$ cat src/rtl/vio_route_tagger_pkg.sv
// Shared routing types for the vFPGA region data path: route word layout and
// the destination-field helpers used by every per-region stage.
package lynxTypes;

    localparam int ROUTE_BITS     = 14;
    localparam int ROUTE_DEST_LSB = 3;
    localparam int ROUTE_DEST_W   = 3;

    typedef logic [ROUTE_BITS-1:0]   route_t;
    typedef logic [ROUTE_DEST_W-1:0] dest_t;

    function automatic dest_t route_dest(input route_t route);
        return route[ROUTE_DEST_LSB +: ROUTE_DEST_W];
    endfunction

    // Only the dtu/host ports of the switch (0 .. 2*nId-1) are reachable.
    function automatic logic dest_legal(input dest_t dest, input int nId);
        return (int'(dest) < 2 * nId);
    endfunction

endpackage

$ cat src/rtl/vio_route_tagger_skid.sv
// Generic two-entry AXI-stream register slice (output register + skid register)
// with a registered ready and a synchronous flush.
module vio_skid_buf #(
    parameter int W = 8
) (
    input  logic         clk,
    input  logic         rst,
    input  logic         i_flush,
    input  logic         i_s_valid,
    output logic         o_s_ready,
    input  logic [W-1:0] i_s_data,
    output logic         o_m_valid,
    input  logic         i_m_ready,
    output logic [W-1:0] o_m_data
);

    logic         r_mValid;
    logic         r_skValid;
    logic         r_ready;
    logic [W-1:0] r_mData;
    logic [W-1:0] r_skData;

    logic w_sFire;
    logic w_outFree;
    logic w_skNext;

    assign w_sFire   = i_s_valid & r_ready;
    assign w_outFree = ~r_mValid | i_m_ready;
    // Ready tracks the skid register, so a beat can never arrive while the skid is occupied.
    assign w_skNext  = w_outFree ? 1'b0 : (r_skValid | w_sFire);

    always_ff @(posedge clk or posedge rst) begin
        if (rst) begin
            r_mValid  <= 1'b0;
            r_skValid <= 1'b0;
            r_ready   <= 1'b0;
            r_mData   <= '0;
            r_skData  <= '0;
        end else if (i_flush) begin
            r_mValid  <= 1'b0;
            r_skValid <= 1'b0;
            r_ready   <= 1'b1;
        end else begin
            r_ready   <= ~w_skNext;
            r_skValid <= w_skNext;
            if (w_outFree) begin
                if (r_skValid) begin
                    r_mData  <= r_skData;
                    r_mValid <= 1'b1;
                end else begin
                    r_mValid <= w_sFire;
                    if (w_sFire) begin
                        r_mData <= i_s_data;
                    end
                end
            end else if (w_sFire) begin
                r_skData <= i_s_data;
            end
        end
    end

    assign o_s_ready = r_ready;
    assign o_m_valid = r_mValid;
    assign o_m_data  = r_mData;

endmodule

$ cat src/rtl/vio_route_tagger.sv
// Per-region route tagger in front of the vFPGA switch: binds each packet to one
// route word, drops out-of-range destinations and keeps per-region statistics.
module vio_route_tagger
    import lynxTypes::*;
#(
    parameter int AXI_DATA_BITS = 512,
    parameter int PID_BITS      = 6,
    parameter int N_ID          = 3,
    parameter int CNT_BITS      = 32
) (
    input  logic                       aclk,
    input  logic                       areset,
    input  logic [ROUTE_BITS-1:0]      route_cfg,
    input  logic                       route_cfg_valid,
    output logic [ROUTE_BITS-1:0]      route_out,
    input  logic                       s_tvalid,
    output logic                       s_tready,
    input  logic                       s_tlast,
    input  logic [AXI_DATA_BITS-1:0]   s_tdata,
    input  logic [AXI_DATA_BITS/8-1:0] s_tkeep,
    input  logic [PID_BITS-1:0]        s_tid,
    output logic                       m_tvalid,
    input  logic                       m_tready,
    output logic                       m_tlast,
    output logic [AXI_DATA_BITS-1:0]   m_tdata,
    output logic [AXI_DATA_BITS/8-1:0] m_tkeep,
    output logic [PID_BITS-1:0]        m_tid,
    output logic [CNT_BITS-1:0]        pkt_cnt,
    output logic [CNT_BITS-1:0]        drop_cnt,
    output logic                       busy
);

    localparam int KEEP_BITS = AXI_DATA_BITS / 8;
    localparam int PAY_W     = AXI_DATA_BITS + KEEP_BITS + PID_BITS + 1;

    typedef enum logic [1:0] {
        ST_IDLE,
        ST_PASS,
        ST_DROP
    } state_t;

    state_t              r_state;
    route_t              r_shadow;
    route_t              r_active;
    logic                r_pending;
    logic [CNT_BITS-1:0] r_pktCnt;
    logic [CNT_BITS-1:0] r_dropCnt;

    logic             w_bufReady;
    logic             w_sReady;
    logic             w_accept;
    logic             w_fwd;
    logic             w_legal;
    logic             w_mLastFire;
    route_t           w_newRoute;
    logic [PAY_W-1:0] w_inPay;
    logic [PAY_W-1:0] w_outPay;

    function automatic logic [CNT_BITS-1:0] satInc(input logic [CNT_BITS-1:0] v);
        return (v == '1) ? v : v + CNT_BITS'(1);
    endfunction

    // A strobe coinciding with a first beat must win, so the route is bypassed from the input.
    assign w_newRoute  = route_cfg_valid ? route_cfg : r_shadow;
    assign w_legal     = dest_legal(route_dest(w_newRoute), N_ID);
    assign w_accept    = s_tvalid & w_sReady;
    assign w_fwd       = w_accept & ((r_state == ST_PASS) | ((r_state == ST_IDLE) & w_legal));
    assign w_mLastFire = m_tvalid & m_tready & m_tlast;

    // r_pending holds off a new packet until the previous tlast has left the switch side.
    always_comb begin
        w_sReady = 1'b0;
        unique case (r_state)
            ST_IDLE: w_sReady = w_bufReady & ~r_pending;
            ST_PASS: w_sReady = w_bufReady;
            ST_DROP: w_sReady = 1'b1;
            default: w_sReady = 1'b0;
        endcase
    end

    always_ff @(posedge aclk or posedge areset) begin
        if (areset) begin
            r_state   <= ST_IDLE;
            r_shadow  <= '0;
            r_active  <= '0;
            r_pending <= 1'b0;
            r_pktCnt  <= '0;
            r_dropCnt <= '0;
        end else begin
            if (route_cfg_valid) begin
                r_shadow <= route_cfg;
            end
            if (w_fwd & s_tlast) begin
                r_pending <= 1'b1;
            end else if (w_mLastFire) begin
                r_pending <= 1'b0;
            end
            unique case (r_state)
                ST_IDLE: begin
                    // Dropped packets leave the active route alone so route_out never shows a bad route.
                    if (w_accept) begin
                        if (w_legal) begin
                            r_active <= w_newRoute;
                            if (s_tlast) begin
                                r_pktCnt <= satInc(r_pktCnt);
                            end else begin
                                r_state <= ST_PASS;
                            end
                        end else begin
                            if (s_tlast) begin
                                r_dropCnt <= satInc(r_dropCnt);
                            end else begin
                                r_state <= ST_DROP;
                            end
                        end
                    end
                end
                ST_PASS: begin
                    if (w_accept & s_tlast) begin
                        r_state  <= ST_IDLE;
                        r_pktCnt <= satInc(r_pktCnt);
                    end
                end
                ST_DROP: begin
                    if (w_accept & s_tlast) begin
                        r_state   <= ST_IDLE;
                        r_dropCnt <= satInc(r_dropCnt);
                    end
                end
                default: r_state <= ST_IDLE;
            endcase
        end
    end

    assign w_inPay = {s_tdata, s_tkeep, s_tid, s_tlast};

    // Asynchronous reset already clears the slice, so the flush input stays idle here.
    vio_skid_buf #(
        .W (PAY_W)
    ) u_skid (
        .clk       (aclk),
        .rst       (areset),
        .i_flush   (1'b0),
        .i_s_valid (w_fwd),
        .o_s_ready (w_bufReady),
        .i_s_data  (w_inPay),
        .o_m_valid (m_tvalid),
        .i_m_ready (m_tready),
        .o_m_data  (w_outPay)
    );

    assign {m_tdata, m_tkeep, m_tid, m_tlast} = w_outPay;

    assign s_tready  = w_sReady;
    assign route_out = r_active;
    assign pkt_cnt   = r_pktCnt;
    assign drop_cnt  = r_dropCnt;
    assign busy      = (r_state != ST_IDLE);

endmodule
$ cat config.mk
export PLATFORM = sky130hd
export DESIGN_NAME = vio_route_tagger
export DESIGN_NICKNAME = d
export VERILOG_FILES = /design/src/rtl/vio_route_tagger_pkg.sv /design/src/rtl/vio_route_tagger_skid.sv /design/src/rtl/vio_route_tagger.sv
export SDC_FILE = /design/constraint.sdc
export NUM_CORES = 2
export LEC_CHECK = 0
export ABC_AREA = 1
export CAP_MARGIN = 20
export CORE_AREA = 2 2 494 496
export CTS_CLUSTER_DIAMETER = 100
export DETAILED_ROUTE_END_ITERATION = 8
export DIE_AREA = 0 0 496 498
export PLACE_DENSITY = 0.49
export SYNTH_ARGS = -nofsm -noshare
export SYNTH_HDL_FRONTEND = slang
export SYNTH_SLANG_ARGS = --single-unit
$ cat constraint.sdc
create_clock -name aclk -period 112.2 [get_ports aclk]
set_input_delay 16.83 -clock aclk [delete_from_list [all_inputs] [get_ports aclk]]
set_output_delay 16.83 -clock aclk [all_outputs]
set_load 0.01 [all_outputs]
Yosys cells after proc, flatten, opt, wreduce, memory -nomap -nowiden

Cells that the tools add are included.

Flip-flop bits (word level): 1264
Output and inout bits: 664
Input port bits: 602

Bitwise gates (word level): 16
Eq/ne operators: 12
Order comparisons: 1
Reductions and logical operators: 13
Add/sub/neg operators: 2
Muxes and demuxes: 26

Operators with widths:

| cell                                                            | count |
|---|---|
| 583-bit 2-to-1 mux                                              | 2 |
| 32-bit 2-to-1 mux                                               | 10 |
| 32-bit one-hot mux with 2 select lines                          | 2 |
| 32-bit by 1-bit adder with 32-bit output, second input constant | 2 |
| 32-bit == test, second input constant                           | 2 |
| 14-bit 2-to-1 mux                                               | 1 |
| 2-bit != test, second input constant                            | 6 |
| 2-bit 2-to-1 mux                                                | 5 |
| 5-bit AND reduction                                             | 2 |
| 2-bit nonzero test                                              | 5 |
| 1-bit AND                                                       | 9 |
| 3-bit AND reduction                                             | 2 |
| 1-bit 2-to-1 mux                                                | 4 |
| 2-bit by 1-bit != test with 1-bit output, second input constant | 2 |
| 1-bit inverter                                                  | 4 |
| 2-bit one-hot mux with 2 select lines                           | 1 |
| 2-bit AND reduction                                             | 2 |
| 3-bit less-than comparator, second input constant               | 1 |
| 1-bit bitwise OR                                                | 3 |
| 1-bit one-hot mux with 3 select lines                           | 1 |
| 2-bit by 1-bit == test with 1-bit output, second input constant | 1 |
| 2-bit == test, second input constant                            | 1 |
| 2-bit zero test                                                 | 1 |
| 2-bit OR reduction                                              | 1 |

Longest topological paths before layout

Depth after elaboration: 9
Gate-level depth with buffers: 14
Mapped depth without buffers: 11

By module

From an unflattened synthesis, not the netlist that was laid out.

Cell total of the unflattened synthesis: 7786
Area total of the unflattened synthesis: 58781.4 um2

Modules (own cells, without submodules):

| module           | cells an instance | area each (um2) | times used |
|---|---|---|---|
| vio_skid_buf     | 6946              | 53019.6         | 1 |
| vio_route_tagger | 840               | 5761.8          | 1 |

Worst setup path before layout

Ideal clock, no wire load.

Kind: in2reg
From: input route_cfg_valid
To: register u_skid.r_skData[170]
Library setup time: 117 ps
Stages: 11
Path slack: 93966 ps
Arrival: 18117 ps
Required time: 112083 ps
Path buffers: 2
Cells stage by stage: inv_2 > nand2_1 > nand2_1 > nand2_1 > nand2_1 > a21oi_2 > nand3_1 > clkbuf_1 > buf_2 > nand2_1 > nand2_1

Cells in the longest elaborated chain, start to end: 7

RTL lines:

| what                                 | RTL line                    | RTL |
|---|---|---|
| from (decl)                          | vio_route_tagger.sv:14      | `input logic route_cfg_valid,` |
| 14-bit 2-to-1 mux                    | --                          |  |
| named net w_newRoute[5]              | vio_route_tagger.sv:55      | `route_t w_newRoute;` |
| 3-bit less-than comparator           | vio_route_tagger_pkg.sv:18  | `return (int'(dest) < 2 * nId);` |
| 1-bit AND                            | vio_route_tagger.sv:67      | `assign w_fwd = w_accept & ((r_state == ST_PASS) \| ((r_state == ST_IDLE) & w_legal));` |
| 1-bit bitwise OR                     | vio_route_tagger.sv:67      |  |
| 1-bit AND                            | vio_route_tagger.sv:67      |  |
| 1-bit AND                            | vio_route_tagger_skid.sv:27 | `assign w_sFire = i_s_valid & r_ready;` |
| 2-bit AND reduction (no source line) | --                          |  |
| to (signal assigned)                 | vio_route_tagger_skid.sv:57 | `r_skData <= i_s_data;` |
| to (decl)                            | vio_route_tagger_skid.sv:21 | `logic [W-1:0] r_skData;` |

The timed path passes the listed nets, and every way through them passes these cells.
A chain may end at the register's enable or synchronous reset.

Worst setup path in the final report

From: input route_cfg_valid
To: register u_skid.r_skData[529]

The elaborated chain is that of the path after synthesis.

==> impl_metrics.toml <==
[worst_setup_path]
crit_arrival_ns = 22.70
critPathRequiredTime_ns = 112.89
rr_worst_depth = 16
max_stage_delay_ns = 0.87
r2r-start = "r_state[1]"
reg2reg_to = "u_skid.r_skData[529]"
cp_top_family = "buffers and inverters"
crit_path_start_kind = "input pin"
startpoint = "route_cfg_valid"
endpoint_kind = "flip-flop"
critPathMostFrequentCell = "nand2_1"
worstPathMaxFanout = 78
critPathBufInv = 7
path_class = "in -> reg"
cp_cell_sequence = "clkdlybuf4s50_1, inv_2, nand2_1, nand2_1, nand2_1, nand2_1, a21oi_4, buf_4, nand3_4, buf_4, buf_4, buf_4, buf_16, nand2_1, nand2_1"
cp_slowest_cell = "clkdlybuf4s50_1"
rrSetupSlack_ns = 106.61
crit_end = "u_skid.r_skData[529]"
cp.depth = 15

[worst_hold_path]
hp-class = "reg -> reg"
worstHoldStart = "u_skid.o_m_data[574]"

[die]
ios = 1266
start_util = 0.245
fp.dieW_um = 496
die_area_mm2 = 0.247
core_mm2 = 0.242
die_h_um = 498
row_count = 181

[routing]
wl_per_cell_um = 21.9
drt-initial-drc-count = 4954
drc = 0
antenna_left = 0
vias_per_cell = 4.79
dr.pass1.iters = 6
drt_wl_total_mm = 266
routed-via-count = 58125

[job]
max_cap_violations = 0

[sta]
rsz0062_at_grt = "false"
setup_total_negative_slack_ns = 0
setup_viol = 0
worstMarginPinSlew_ns = 1.30
fin_crit_sh = 0.196
fmax_ghz = 0.0454
maxSlewViolCount = 0
period_needed_ns = 22.01
slew_headroom = 0.136
final.setup_skew_ns = 0.0759
finalHoldViolCount = 0

[yosys]
synth_area_mm2 = 0.0592
syn_nets = 8447
synthCells = 7839
ys_ff_latch = 1264
ys_types = 21
yosys_warnings = 0
seq_area_frac_synth = 0.535
syn_avg_cell_area_um2 = 7.55

[global_routing]
gr-usage-met1 = 0.268
met2_usage = 0.327
grt_pass1_vias = 55548
antenna_found_initial = 74
track_usage = 0.208
grt_max_degree = 185
grt_pass1_wl_mm = 391
use_met3 = 0.0527
gr-total-overflow = 0
busiest_layer = "met2"

[clock_network]
h-tree-depth = 4
cts_tree = "yes"
clk_latency_ns = 0.84
post-cts-setup-buffers = 0
cts.sinks = 1264
cts_made_buffers = 159
cts_resized = 0
clk_pin_slew_ns = 0.06
cts.path.max_buffers = 3
holdBufCountCts = 0
root_buffer = "clkbuf_16"

[power]
p_switching_uw = 861
p_seq_frac = 0.357
power_switching_share = 0.401
cellLeakagePower_nw = 39.9
p_clk_frac = 0.247
irDropWorstVdd_mv = 0.0342
p_per_area_mw_per_mm2 = 26.9
comb_power_share = 0.396
p_int_mw = 1.29

[finish]
fin_nets = 9367
drive_gt1_frac = 0.0394
multiInputGateArea_mm2 = 0.0249
fill_cells = 25451
area_growth_syn_to_layout_pct = 34.9
final_cell_mix = "nand2_1 (4,504), clkdlybuf4s50_1 (1,265), dfrtp_1 (1,262)"
seqCellArea_mm2 = 0.0316
fin_util = 0.330
layout_commonest_cell = "nand2_1"

[placed_design]
globalplace.congestion = 0.883
dpl.hpwl_mm = 174
port_buffers = 1265

[run_status]
outcome = "finished, final reports clean"
==> worst min path at each step <==
stage | cells after the start | endpoint
final | 2 | u_skid.o_m_data[574]
after global routing | 2 | u_skid.o_m_data[192]
after CTS | 2 | r_shadow[3]
after detailed placement | 2 | r_shadow[3]
after global placement | 2 | r_shadow[13]
after floorplan | 2 | r_shadow[0]
==> worst register-to-register path: cells and delay by family (launching register included) <==
| kind | cells | cell delay, ns |
|---|---|---|
| simple gates | 7 | 1.50 |
| fa+ha+maj | 1 | 0.54 |
| compound gates | 1 | 0.18 |
| buf+inv | 7 | 2.82 |
| flops | 1 | 0.41 |
==> layer usage <==
layer	up-vias	routed length [um]
met2	2090	123000
met1	28555	111000
met4	26	11600
li1	27016	-
met3	438	20200
met5	-	182
==> cell type report <==
| class | count | area share |
|---|---|---|
| tap | 3202 | 0.0502 |
| sequential | 1264 | 0.397 |
| clock buffer | 246 | 0.0599 |
| inverter | 54 | 0.00282 |
| antenna | 47 | 0.00147 |
| clock inverter | 42 | 0.00772 |
| multi-input combinational | 5925 | 0.312 |
| timing repair buffer | 1355 | 0.169 |
==> through the flow <==
step	area [um^2]	power [mW]	hold WS, ns	setup slack (ns)	instances
2_1_floorplan	59200	1.18	0.436	59.75	7839
4_1_cts	79600	2.18	0.466	89.84	12085
6_report	79800	2.15	0.467	90.19	12135
5_1_grt	79800	2.29	0.483	89.72	12126
3_3_place_gp	74200	1.62	0.449	88.75	11795
3_5_place_dp	74200	1.63	0.453	88.94	11797
==> logic make-up (layout without fill, tap and decap cells) <==
family / count (synthesis) / count (layout) / synth area share
xor gates and xnor gates: 29 / 29 / 0.00429
other: 0 / 47 / 0
DFF: 1264 / 1264 / 0.535
AOI/OAI and AO/OA: 34 / 34 / 0.00330
adders and majority gates: 6 / 6 / 0.00127
and+or+nand+nor: 5856 / 5856 / 0.411
buffers and inverters: 650 / 1697 / 0.0453
==> power groups by stage <==
stage	Combinational [mW]	Sequential, mW	Clock, mW
4_1_cts	0.865	0.765	0.545
6_report	0.851	0.766	0.531
5_1_grt	0.938	0.789	0.566
3_5_place_dp	0.863	0.770	0
3_3_place_gp	0.856	0.765	0
2_1_floorplan	0.377	0.799	0
==> synthesized netlist by cell type <==
cell type,n,area [um^2]
nand2_1,4506,16900
dfrtp_1,1264,31600
nand4_1,603,3770
nand3_1,600,3000
clkbuf_1,370,1390
buf_2,194,971
nor2_1,114,428
inv_1,50,188
buf_1,32,120
nand3b_1,18,135
o21ai_0,16,80.1
xor2_1,16,140
nor3_1,15,75.1
a31oi_1,14,87.6
xnor2_1,13,114
ha_1,6,75.1
inv_2,3,11.3
a21oi_1,2,10.0
a21oi_2,1,8.76
a22o_1,1,8.76
clkinv_1,1,3.75
==> flip-flops by register name, summed over array words and instances (netlist names) <==
| name | count |
|---|---|
| u_skid.o_s_ready | 1 |
| r_pending | 1 |
| u_skid.o_m_data | 583 |
| r_shadow | 14 |
| u_skid.r_skData | 583 |
| u_skid.o_m_valid | 1 |
| route_out | 14 |
| drop_cnt | 32 |
| pkt_cnt | 32 |
| r_state | 2 |
| u_skid.r_skValid | 1 |
(Power assumes the default switching activity.)
